--- config.mk ---
export PLATFORM = sky130hd
export DESIGN_NAME = cache_miss_ctrl
export DESIGN_NICKNAME = d
export VERILOG_FILES = /design/src/rtl/cache_miss_ctrl_pkg.sv /design/src/rtl/cache_miss_ctrl_beat_cnt.sv /design/src/rtl/cache_miss_ctrl.sv
export SDC_FILE = /design/constraint.sdc
export NUM_CORES = 1
export LEC_CHECK = 0
export BUFFER_PORTS_ARGS = -buffer_cell sky130_fd_sc_hd__buf_4
export CORE_AREA = 2 2 149 151
export DETAILED_ROUTE_END_ITERATION = 8
export DIE_AREA = 0 0 151 153
export HOLD_SLACK_MARGIN = 0.03
export SLEW_MARGIN = 25
export SYNTH_ARGS = -nofsm -noshare
export SYNTH_HDL_FRONTEND = slang
export SYNTH_SLANG_ARGS = --single-unit
--- constraint.sdc ---
create_clock -name clk -period 2.3 [get_ports clk]
set_clock_uncertainty 0.15 [all_clocks]
set_input_delay 0.345 -clock clk [delete_from_list [all_inputs] [get_ports clk]]
set_output_delay 0.345 -clock clk [all_outputs]
set_load 0.1 [all_outputs]
--- src/rtl/cache_miss_ctrl_pkg.sv ---
// Shared definitions for the cache miss controller: widths, AXI constants,
// FSM state encoding and the request record latched when leaving IDLE.
package cache_miss_ctrl_pkg;

  localparam int unsigned LINE_WORDS_DEF = 8;
  localparam int unsigned ADDR_W         = 32;
  localparam int unsigned DATA_W         = 32;
  localparam int unsigned STRB_W         = DATA_W / 8;
  localparam int unsigned ID_W           = 4;
  localparam int unsigned LEN_W          = 8;

  localparam logic [1:0] BURST_INCR = 2'b01;
  localparam logic [2:0] SIZE_4B    = 3'b010;

  typedef enum logic [2:0] {
    ST_IDLE,
    ST_WB_AW,
    ST_WB_W,
    ST_WB_B,
    ST_RD_AR,
    ST_RD_R,
    ST_COMMIT,
    ST_DONE
  } state_e;

  // Transaction context captured on leaving IDLE.
  typedef struct packed {
    logic              cached;
    logic [ADDR_W-1:0] waddr;
    logic [ADDR_W-1:0] raddr;
    logic [STRB_W-1:0] wen;
    logic [DATA_W-1:0] wdata;
  } req_t;

endpackage

--- src/rtl/cache_miss_ctrl_beat_cnt.sv ---
// Burst beat counter: clear, saturating increment, and last-beat compare
// against the current burst length.
//   clr/inc  : clear to 0 / advance one beat (clr wins)
//   len      : AXI burst length of the running transaction
//   beat     : current beat index
//   is_last  : beat == len
module cache_miss_ctrl_beat_cnt
  import cache_miss_ctrl_pkg::*;
#(
  parameter  int unsigned LINE_WORDS = LINE_WORDS_DEF,
  localparam int unsigned BEAT_W     = $clog2(LINE_WORDS)
) (
  input  logic              clk,
  input  logic              resetn,
  input  logic              clr,
  input  logic              inc,
  input  logic [LEN_W-1:0]  len,
  output logic [BEAT_W-1:0] beat,
  output logic              is_last
);

  localparam logic [BEAT_W-1:0] BEAT_MAX = BEAT_W'(LINE_WORDS - 1);

  logic [BEAT_W-1:0] beat_d, beat_q;

  // Saturate at the last word so the index never leaves the line.
  always_comb begin
    beat_d = beat_q;
    if (clr) begin
      beat_d = '0;
    end else if (inc && (beat_q != BEAT_MAX)) begin
      beat_d = beat_q + BEAT_W'(1);
    end
  end

  always_ff @(posedge clk or negedge resetn) begin
    if (!resetn) beat_q <= '0;
    else         beat_q <= beat_d;
  end

  assign beat    = beat_q;
  assign is_last = (LEN_W'(beat_q) == len);

endmodule

--- src/rtl/cache_miss_ctrl.sv ---
// Line replacement sequencer for a direct-mapped 32-byte-line cache.
// On a miss: optional victim write-back burst, refill burst, then a tag
// refresh pulse. Also performs single-beat uncached loads and stores.
// Ports:
//   miss/write_back/axi_waddr/axi_raddr : cached miss request from tag store
//   unc_*                                : uncached request / completion
//   victim_idx/victim_word               : combinational data-store read
//   refill_we/refill_idx/refill_data     : data-store refill write
//   refresh                              : tag-store update pulse
//   busy                                 : controller not idle
//   ar*/r*/aw*/w*/b*                     : AXI master subset
module cache_miss_ctrl
  import cache_miss_ctrl_pkg::*;
#(
  parameter  int unsigned LINE_WORDS = LINE_WORDS_DEF,
  parameter  int unsigned AXI_ID     = 0,
  localparam int unsigned BEAT_W     = $clog2(LINE_WORDS)
) (
  input  logic              clk,
  input  logic              resetn,
  input  logic              miss,
  input  logic              write_back,
  input  logic [ADDR_W-1:0] axi_raddr,
  input  logic [ADDR_W-1:0] axi_waddr,
  input  logic              unc_req,
  input  logic [STRB_W-1:0] unc_wen,
  input  logic [DATA_W-1:0] unc_wdata,
  output logic [DATA_W-1:0] unc_rdata,
  output logic              unc_done,
  output logic              refresh,
  output logic [BEAT_W-1:0] victim_idx,
  input  logic [DATA_W-1:0] victim_word,
  output logic              refill_we,
  output logic [BEAT_W-1:0] refill_idx,
  output logic [DATA_W-1:0] refill_data,
  output logic              busy,
  output logic [ID_W-1:0]   arid,
  output logic [ADDR_W-1:0] araddr,
  output logic [LEN_W-1:0]  arlen,
  output logic [2:0]        arsize,
  output logic [1:0]        arburst,
  output logic              arvalid,
  input  logic              arready,
  input  logic [DATA_W-1:0] rdata,
  input  logic              rlast,
  input  logic              rvalid,
  output logic              rready,
  output logic [ID_W-1:0]   awid,
  output logic [ADDR_W-1:0] awaddr,
  output logic [LEN_W-1:0]  awlen,
  output logic [2:0]        awsize,
  output logic [1:0]        awburst,
  output logic              awvalid,
  input  logic              awready,
  output logic [DATA_W-1:0] wdata,
  output logic [STRB_W-1:0] wstrb,
  output logic              wlast,
  output logic              wvalid,
  input  logic              wready,
  input  logic              bvalid,
  output logic              bready
);

  state_e            state_d, state_q;
  req_t              req_d, req_q;
  logic [DATA_W-1:0] unc_rdata_d, unc_rdata_q;
  logic              beat_clr, beat_inc, beat_last;
  logic [BEAT_W-1:0] beat;
  logic [LEN_W-1:0]  burst_len;

  assign burst_len = req_q.cached ? LEN_W'(LINE_WORDS - 1) : '0;

  cache_miss_ctrl_beat_cnt #(.LINE_WORDS(LINE_WORDS)) u_beat_cnt (
    .clk     (clk),
    .resetn  (resetn),
    .clr     (beat_clr),
    .inc     (beat_inc),
    .len     (burst_len),
    .beat    (beat),
    .is_last (beat_last)
  );

  // Next-state, request latch and beat control.
  always_comb begin
    state_d     = state_q;
    req_d       = req_q;
    unc_rdata_d = unc_rdata_q;
    beat_clr    = 1'b0;
    beat_inc    = 1'b0;
    unique case (state_q)
      ST_IDLE: begin
        // A cached miss outranks a pending uncached access.
        if (miss) begin
          req_d.cached = 1'b1;
          req_d.waddr  = axi_waddr;
          req_d.raddr  = axi_raddr;
          req_d.wen    = '0;
          req_d.wdata  = '0;
          state_d      = write_back ? ST_WB_AW : ST_RD_AR;
        end else if (unc_req) begin
          req_d.cached = 1'b0;
          req_d.waddr  = axi_raddr;
          req_d.raddr  = axi_raddr;
          req_d.wen    = unc_wen;
          req_d.wdata  = unc_wdata;
          state_d      = (|unc_wen) ? ST_WB_AW : ST_RD_AR;
        end
      end
      ST_WB_AW: begin
        if (awready) begin
          beat_clr = 1'b1;
          state_d  = ST_WB_W;
        end
      end
      ST_WB_W: begin
        if (wready) begin
          beat_inc = 1'b1;
          if (beat_last) state_d = ST_WB_B;
        end
      end
      ST_WB_B: begin
        if (bvalid) state_d = req_q.cached ? ST_RD_AR : ST_DONE;
      end
      ST_RD_AR: begin
        if (arready) begin
          beat_clr = 1'b1;
          state_d  = ST_RD_R;
        end
      end
      ST_RD_R: begin
        if (rvalid) begin
          if (req_q.cached) beat_inc    = 1'b1;
          else              unc_rdata_d = rdata;
          // rlast, not the beat count, terminates the burst.
          if (rlast) state_d = req_q.cached ? ST_COMMIT : ST_DONE;
        end
      end
      ST_COMMIT: state_d = ST_IDLE;
      ST_DONE:   state_d = ST_IDLE;
      default:   state_d = ST_IDLE;
    endcase
  end

  always_ff @(posedge clk or negedge resetn) begin
    if (!resetn) begin
      state_q     <= ST_IDLE;
      req_q       <= '0;
      unc_rdata_q <= '0;
    end else begin
      state_q     <= state_d;
      req_q       <= req_d;
      unc_rdata_q <= unc_rdata_d;
    end
  end

  // Channel controls decode from the state register; payloads come from latched request.
  assign awid    = ID_W'(AXI_ID);
  assign awaddr  = req_q.waddr;
  assign awlen   = burst_len;
  assign awsize  = SIZE_4B;
  assign awburst = BURST_INCR;
  assign awvalid = (state_q == ST_WB_AW);

  assign victim_idx = beat;
  assign wdata      = req_q.cached ? victim_word : req_q.wdata;
  assign wstrb      = req_q.cached ? {STRB_W{1'b1}} : req_q.wen;
  assign wvalid     = (state_q == ST_WB_W);
  assign wlast      = wvalid & beat_last;
  assign bready     = (state_q == ST_WB_B);

  assign arid    = ID_W'(AXI_ID);
  assign araddr  = req_q.raddr;
  assign arlen   = burst_len;
  assign arsize  = SIZE_4B;
  assign arburst = BURST_INCR;
  assign arvalid = (state_q == ST_RD_AR);
  assign rready  = (state_q == ST_RD_R);

  assign refill_we   = rready & rvalid & req_q.cached;
  assign refill_idx  = beat;
  assign refill_data = rdata;

  assign refresh   = (state_q == ST_COMMIT);
  assign unc_done  = (state_q == ST_DONE);
  assign unc_rdata = unc_rdata_q;
  assign busy      = (state_q != ST_IDLE);

endmodule

[Yosys cells after proc, flatten, opt, wreduce, memory -nomap -nowiden]
Cells that the tools add are included.
Cells by class
  add/sub/neg operators: 1
  multipliers: 0
  divide/modulo/power cells: 0
  order comparisons: 0
  equal/unequal tests: 17
  shift-type cells: 0
  muxes and demuxes: 28
  bitwise gates (word level): 4
  reductions and logical operators: 10
Operators with widths (number)
  $mux W101: 2
  $mux W3: 14
  $mux W32: 1
  $pmux W3 S7: 1
  $eq A3 B3 Y1 const B: 4
  $ne A2 B1 Y1 const B: 4
  $reduce_and A8 Y1: 1
  $eq A3 B2 Y1 const B: 2
  $mux W1: 6
  $ne A2 B2 Y1 const B: 3
  $ne A3 B3 Y1 const B: 2
  $mux W4: 1
  $pmux W1 S2: 2
  $reduce_bool A2 Y1: 2
  $reduce_or A4 Y1: 1
  $add A3 B1 Y3 const B: 1
  $and A1 B1 Y1: 3
  $eq A3 B1 Y1 const B: 1
  $eq A3 B3 Y1: 1
  $logic_not A3 Y1: 1
  $reduce_and A3 Y1: 1
  $reduce_bool A3 Y1: 1
  $mux W2: 1
  $reduce_and A2 Y1: 1
  3 further kinds: 3
Word-level totals
  register bits after elaboration: 139
  bits in latches: 0
  bits in writable memories: 0
  memory bits (read-only): 0
  word-level logic and storage cells: 68
  memories kept: 0

[Depth between registers and ports, before layout]
Gate-level depths: netlist of the first run.
  word-level depth: 6
  depth in mapped cells: 8

[By module]
Synthesis of the first run repeated with hierarchy kept, for this count alone.
Second synthesis, totals
  cells, all modules: 693
  area, all modules: 7414.6 um2
By module, submodules not included
  cache_miss_ctrl: times used 1, cells an instance 675, area an instance 7219.4 um2
  cache_miss_ctrl_beat_cnt: times used 1, cells an instance 18, area an instance 195.2 um2

[Worst setup path before layout of the first run]
OpenSTA, ideal clock, no wires.
  kind: register to output
  from: register state_q[0]
  to: output port wlast
  data arrival time: 3.862 ns
  required time: 1.805 ns
  slack: -2.057 ns
  cell stages (with the launch flop): 4
  cell sequence: dfrtp_1 buf_2 nor3b_1 o21a_1
On the way
  longest elaborated chain between the ends: 2
Ends and longest elaborated chain
  from (decl): line cache_miss_ctrl.sv:64  | state_e state_d, state_q;
  from (signal assigned): line cache_miss_ctrl.sv:150  | state_q <= state_d;
  $eq A3 B2 Y1: line cache_miss_ctrl.sv:167  | assign wvalid = (state_q == ST_WB_W);
  via wvalid: line cache_miss_ctrl.sv:58  | output logic wvalid,
  $and A1 B1 Y1: line cache_miss_ctrl.sv:168  | assign wlast = wvalid & beat_last;
  to (decl): line cache_miss_ctrl.sv:57  | output logic wlast,
The timed path passes the listed nets, and every way through them passes these cells.

[Worst setup path in the final report of the first run]
  from: register state_q[2]
  to: output port wlast
On the way
  longest elaborated chain between the ends: 2
Ends and longest elaborated chain (line)
  $eq A3 B2 Y1: cache_miss_ctrl.sv:167
  $and A1 B1 Y1: cache_miss_ctrl.sv:168
No other way between the ends.

==> results of run 1 <==
-- sequential cells by signal, summed over array words and instances, names as in the netlist --
| name | flops |
|---|---|
| araddr | 32 |
| awaddr | 32 |
| req_q | 37 |
| state_q | 3 |
| u_beat_cnt.beat | 3 |
| unc_rdata | 32 |
-- cells in the mapped netlist, types with 2 or more instances --
| cell | number |
|---|---|
| mux2_2 | 62 |
| o21ai_0 | 22 |
| buf_2 | 13 |
| a21o_1 | 2 |
| mux2i_1 | 17 |
| conb_1 | 2 |
| or2_2 | 4 |
| a21oi_1 | 18 |
| buf_1 | 2 |
| o211ai_1 | 3 |
| nor3b_1 | 3 |
| mux2_1 | 2 |
| nor2_2 | 2 |
| o22ai_1 | 34 |
| buf_4 | 140 |
| inv_2 | 2 |
| ha_1 | 2 |
| o21a_1 | 3 |
| and3_1 | 4 |
| nor2b_1 | 3 |
| clkbuf_1 | 22 |
| dfrtp_1 | 139 |
| inv_1 | 3 |
| nand2_1 | 190 |
| nand3b_1 | 6 |
| nand3_1 | 35 |
| and3b_1 | 2 |
| nor2_1 | 5 |
-- metrics by stage --
stage | hold WS (ns) | area (um2) | std cells | setup TNS [ns] | util, %
2_1_floorplan | -0.101 | 7420 | 782 | -0.769 | -
3_3_place_gp | 0.164 | 9500 | 1264 | 0 | 44.2
3_5_place_dp | 0.163 | 9500 | 1264 | 0 | 44.2
4_1_cts | 0.0318 | 11200 | 1403 | 0 | 52.0
5_1_grt | 0.0311 | 11200 | 1405 | -0.0142 | 52.2
6_report | 0.0474 | 11200 | 1405 | 0 | 52.2
-- path summary, 6_finish.rpt --
kind	to	slack [ns]
max	wlast	0.08
min reg2reg	req_q[28]$_DFFE_PN0P_	0.32
min	req_q[35]$_DFFE_PN0P_	0.05
max in group asynchronous	state_q[2]$_DFFE_PN0P_	1.03
max reg2reg	awaddr[20]$_DFFE_PN0P_	0.22
min in group asynchronous	araddr[24]$_DFFE_PN0P_	0.26
-- routing by layer --
metal / up-vias / share of wire, % / wire length (um) / global-route usage [%]
met2: 261 / 52 / 11800 / 34.4
met5: - / 0 / 0 / 0
li1: 3091 / - / - / -
met1: 3022 / 39 / 8950 / 22.2
met4: 0 / 1.8 / 419 / 5.83
met3: 28 / 7.3 / 1670 / 5.82
-- worst reg2reg max path, delay by kind of cell (launching register included) --
family,cells,cell delay (ns)
simple gates,2,0.62
flops,1,0.47
compound gates,2,0.37
buf+inv,2,0.34
-- final cells by class --
class                   instances  area [um2]  area share [%]
repair buffers                488        4040            36.0
flip-flops and latches        139        3490            31.1
multi-input cells             461        2740            24.4
clock buffers                  19         453            4.04
well taps                     280         350            3.12
clock inverters                13         131            1.17
inverters                       5        18.8           0.167
-- kinds of logic after synthesis --
logic type | after synthesis | share of synthesized area [%]
mux | 81 | 12.2
other cells | 2 | 0.103
fa+ha+maj | 2 | 0.343
compound gates | 89 | 7.33
flops | 139 | 47.7
xor+xnor | 1 | 0.120
buf+inv | 182 | 16.8
simple gates | 260 | 15.4
-- what timing repair did --
item                                    4_1_cts  5_1_grt
pin swaps                                     0        1
gates resized for setup                       4        6
endpoints found under the setup margin       28        7
buffers inserted                              1        2
hold endpoints to repair                    148        0
hold buffers                                106        0
==> flow_metrics.py, run 1 <==
metrics = {
    "critical_path": {
        "cp-start-kind": "flip-flop",
        "slowest_stage": "dfrtp_2",
        "cp.arrival_ns": 1.72,
        "path_class": "flip-flop to output port",
        "required_ns": 1.80,
        "startpoint": "state_q[2]$_DFFE_PN0P_",
        "cp_cell_sequence": "buf_4 -> nor3b_4 -> o21a_2 -> buf_6",
        "critPathBufInv": 2,
        "r2r_cells": 6,
        "worstSetupEndpointType": "output port",
        "path_delay_family": "flip-flops",
        "path_max_fanout": 9,
        "cp_slowest_stage_delay_ns": 0.47,
        "r2r-start": "state_q[2]$_DFFE_PN0P_",
        "cp.depth": 4,
    },
    "cts": {
        "htreeDepth": 4,
        "cts.clk_slew.worst_paths_ns": 0.06,
        "clock_latency_ns": 0.42,
        "cts_root_buffer": "clkbuf_16",
        "cts_buffers": 17,
        "cts_tree": "done",
        "clockBufferDepth": 2,
        "clock_sinks": 139,
    },
    "drt": {
        "drt-total-wl_um": 22900,
        "ant_nets": 0,
        "wl_per_cell_um": 16.3,
        "drc": 0,
        "drtIter0Drc": 215,
        "first_pass_iters": 4,
        "dr_total_vias": 6402,
        "vias_per_cell": 4.56,
    },
    "global_routing": {
        "grt_max_degree": 58,
        "grt_pass1_wl_um": 34700,
        "track_usage_pct": 19.4,
        "first_global_vias": 6411,
        "gr-total-overflow": 0,
        "antenna_found_initial": 0,
    },
    "placement": {
        "place.gp.congestion": 0.789,
        "dp_slack_ns": 0.260,
        "dp_hpwl_um": 16200,
        "portBuffers": 360,
    },
    "timing": {
        "relSlewSlack_pct": 56.9,
        "finalHoldViolCount": 0,
        "timing.fmax_mhz": 451,
        "maxSlewViolCount": 0,
        "worstMarginPinSlew_ns": 0.645,
        "period_minus_slack_ns": 2.22,
        "rsz0062_at_grt": "yes",
        "finalCritPeriodShare_pct": 96.4,
        "setup_slack_ns": 0.0839,
        "final-setup-viol-count": 0,
    },
    "die": {
        "rows": 54,
        "num_io_pins": 389,
        "start_util_pct": 33.9,
        "fp.coreArea_um2": 21500,
        "die_w_um": 151,
        "die_h_um": 153,
        "die_area_um2": 23100,
    },
    "yosys": {
        "syn_area_per_cell_um2": 9.65,
        "synth-seq-cells": 139,
        "yosys-top-cells-area": "dfrtp_1 48%, buf_4 14%, nand2_1 9.8%",
        "ys_warn_count": 0,
        "synth_async_sr_flop_share_pct": 100,
        "synth_edf_count": 0,
        "synth_area_um2": 7290,
        "synthCells": 756,
        "yosys.area.top_type": "dfrtp_1",
        "synth_top_area_share_pct": 47.7,
        "ys_dominant_reg_cell": "dfrtp_1",
        "yosysSeqAreaShare_pct": 47.7,
        "synth_cell_types": 42,
    },
    "final_layout": {
        "nets": 1289,
        "diodes": 0,
        "syn_to_final_growth_pct": 53.8,
        "layout_common_cells": "369 x buf_4, 190 x nand2_1, 135 x dfrtp_1, 106 x dlygate4sd3_1, 62 x mux2_2",
        "drive_gt1_share_pct": 44.4,
        "final_common_cell": "buf_4",
        "fillerInstances": 1964,
    },
    "min_path": {
        "min_path_cells": 3,
        "hold_class": "input pin to flip-flop",
        "holdCritStartpoint": "unc_wen[3]",
    },
    "run_status": {
        "status": "completed",
    },
    "job": {
        "maxCapViolations": 0,
    },
}
Power of run 1 is not shown: default switching activity piles up to over one toggle a cycle in this logic, so the estimate is an artifact.
==> run 2, diff against run 1 <==
Settings changed: CTS_BUF_LIST from default to sky130_fd_sc_hd__clkbuf_16, SLEW_MARGIN 25 to 10.
==> run 2 against run 1 <==
Design area down 0.25%. Worst setup slack worse by 0.0089 ns. Flip-flop and latch count unchanged. Via count up 0.23%. Die area unchanged. Worst hold slack worse by 0.0071 ns. Final cell count unchanged. Register-to-register slack better by 0.02 ns. Fmax down 0.40%. Critical path type unchanged. Largest cell class unchanged.
==> flow_metrics.py, run 2 (synthesis gave the netlist of run 1 again) <==
metrics = {
    "run_status": {
        "status": "completed",
    },
    "die": {
        "die_h_um": 153,
        "die_area_um2": 23100,
        "fp.coreArea_um2": 21500,
        "rows": 54,
        "start_util_pct": 33.9,
        "die_w_um": 151,
        "num_io_pins": 389,
    },
    "drt": {
        "first_pass_iters": 4,
        "drtIter0Drc": 229,
        "drt-total-wl_um": 23000,
        "ant_nets": 0,
        "drc": 0,
        "vias_per_cell": 4.57,
        "wl_per_cell_um": 16.3,
        "dr_total_vias": 6417,
    },
    "placement": {
        "dp_cells": 1264,
        "place.gp.congestion": 0.789,
        "portBuffers": 360,
        "dp_hpwl_um": 16200,
        "place_area_um2": 9500,
        "dp_slack_ns": 0.260,
    },
    "critical_path": {
        "cp.arrival_ns": 1.73,
        "worstSetupEndpointType": "output port",
        "slowest_stage": "dfrtp_4",
        "critPathBufInv": 2,
        "required_ns": 1.80,
        "cp_cell_sequence": "buf_12 -> mux2_2 -> buf_4",
        "ff2ff_setup_slack_ns": 0.24,
        "r2r_cells": 6,
        "path_max_fanout": 26,
        "path_delay_family": "flip-flops",
        "cp_slowest_stage_delay_ns": 0.49,
        "r2r-start": "state_q[2]$_DFFE_PN0P_",
        "crit-reg2reg-capture": "awaddr[14]$_DFFE_PN0P_",
        "cp-start-kind": "flip-flop",
        "path_class": "flip-flop to output port",
    },
    "min_path": {
        "min_path_cells": 3,
        "worstHoldEndpoint": "req_q[35]$_DFFE_PN0P_",
        "holdCritStartpoint": "unc_wen[3]",
        "hold_class": "input pin to flip-flop",
    },
    "timing": {
        "finalCritPeriodShare_pct": 96.7,
        "rsz0062_at_grt": "yes",
        "setup_slack_ns": 0.0750,
        "final-setup-viol-count": 0,
        "finalHoldViolCount": 0,
        "timing.fmax_mhz": 449,
        "worstMarginPinSlew_ns": 0.646,
        "relSlewSlack_pct": 56.8,
        "maxSlewViolCount": 0,
        "period_minus_slack_ns": 2.22,
    },
    "cts": {
        "clock_sinks": 139,
        "clockBufferDepth": 2,
        "cts_buffers": 17,
        "htreeDepth": 4,
        "cts_root_buffer": "clkbuf_16",
        "cts.clk_slew.worst_paths_ns": 0.06,
        "cts_tree": "done",
        "clock_latency_ns": 0.42,
    },
    "global_routing": {
        "antenna_found_initial": 0,
        "grt_pass1_wl_um": 34800,
        "first_global_vias": 6412,
        "track_usage_pct": 19.4,
        "gr-total-overflow": 0,
        "grt_max_degree": 58,
    },
    "final_layout": {
        "syn_to_final_growth_pct": 53.4,
        "final_common_cell": "buf_4",
        "max_flop_register": "req_q",
        "fillerInstances": 1967,
        "fin_area_um2": 11200,
        "instances_no_fill": 1405,
        "largest_reg_flops": 37,
        "layout_common_cells": "371 x buf_4, 190 x nand2_1, 135 x dfrtp_1, 106 x dlygate4sd3_1, 62 x mux2_2",
        "drive_gt1_share_pct": 44.2,
        "diodes": 0,
        "nets": 1289,
    },
    "job": {
        "maxCapViolations": 0,
    },
}
[run 2: what timing repair did]
action | CTS | global route
hold endpoints to repair | 148 | 0
cloned | 0 | 0
setup endpoints to repair | 28 | 5
resized for setup | 4 | 4
hold buffers | 106 | 0
buffers inserted | 1 | 2
pin swaps | 0 | 1
[run 2: area by class of cell]
cell class | count | area [um2] | share of cell area (%)
inverter | 5 | 18.8 | 0.168
tap | 280 | 350 | 3.13
timing repair buffer | 488 | 4030 | 36.0
sequential | 139 | 3490 | 31.2
multi-input combinational | 461 | 2740 | 24.5
clock inverter | 15 | 139 | 1.24
clock buffer | 17 | 425 | 3.80
[run 2: metrics by stage]
stage | hold slack (ns) | TNS (ns) | util [%]
CTS | 0.0307 | 0 | 52.0
global route | 0.0351 | -0.0104 | 52.1
floorplan | -0.101 | -0.769 | -
detailed placement | 0.163 | 0 | 44.2
finish | 0.0403 | 0 | 52.1
global placement | 0.164 | 0 | 44.2
[run 2: layer usage]
| layer | vias up | track usage, % | share of wire [%] |
|---|---|---|---|
| met3 | 34 | 5.28 | 7.3 |
| met1 | 3037 | 22.2 | 39 |
| met2 | 255 | 34.5 | 52 |
| li1 | 3091 | - | - |
| met5 | - | 0 | 0 |
| met4 | 0 | 6.50 | 2.1 |
[run 2: worst reg2reg max path: stages, from the launching register on]
cell     delay, ns
dfrtp_2       0.47
buf_4         0.18
nor3_4        0.25
buf_4         0.16
nand2_1       0.36
o22ai_1       0.26
a21oi_1       0.10
[run 2: how the worst max path moves through the flow]
stage                            from                     end  cells past startpoint
4_1_cts        state_q[2]$_DFFE_PN0P_                   wlast                      4
2_1_floorplan  state_q[0]$_DFFE_PN0P_                   wlast                      3
5_1_grt        req_q[100]$_DFFE_PN0P_                   wlast                      3
3_3_place_gp   state_q[1]$_DFFE_PN0P_  awaddr[29]$_DFFE_PN0P_                      4
3_5_place_dp   state_q[1]$_DFFE_PN0P_  awaddr[20]$_DFFE_PN0P_                      4
6_report       req_q[100]$_DFFE_PN0P_               wdata[12]                      3
Power of run 2 is left out for the same reason.
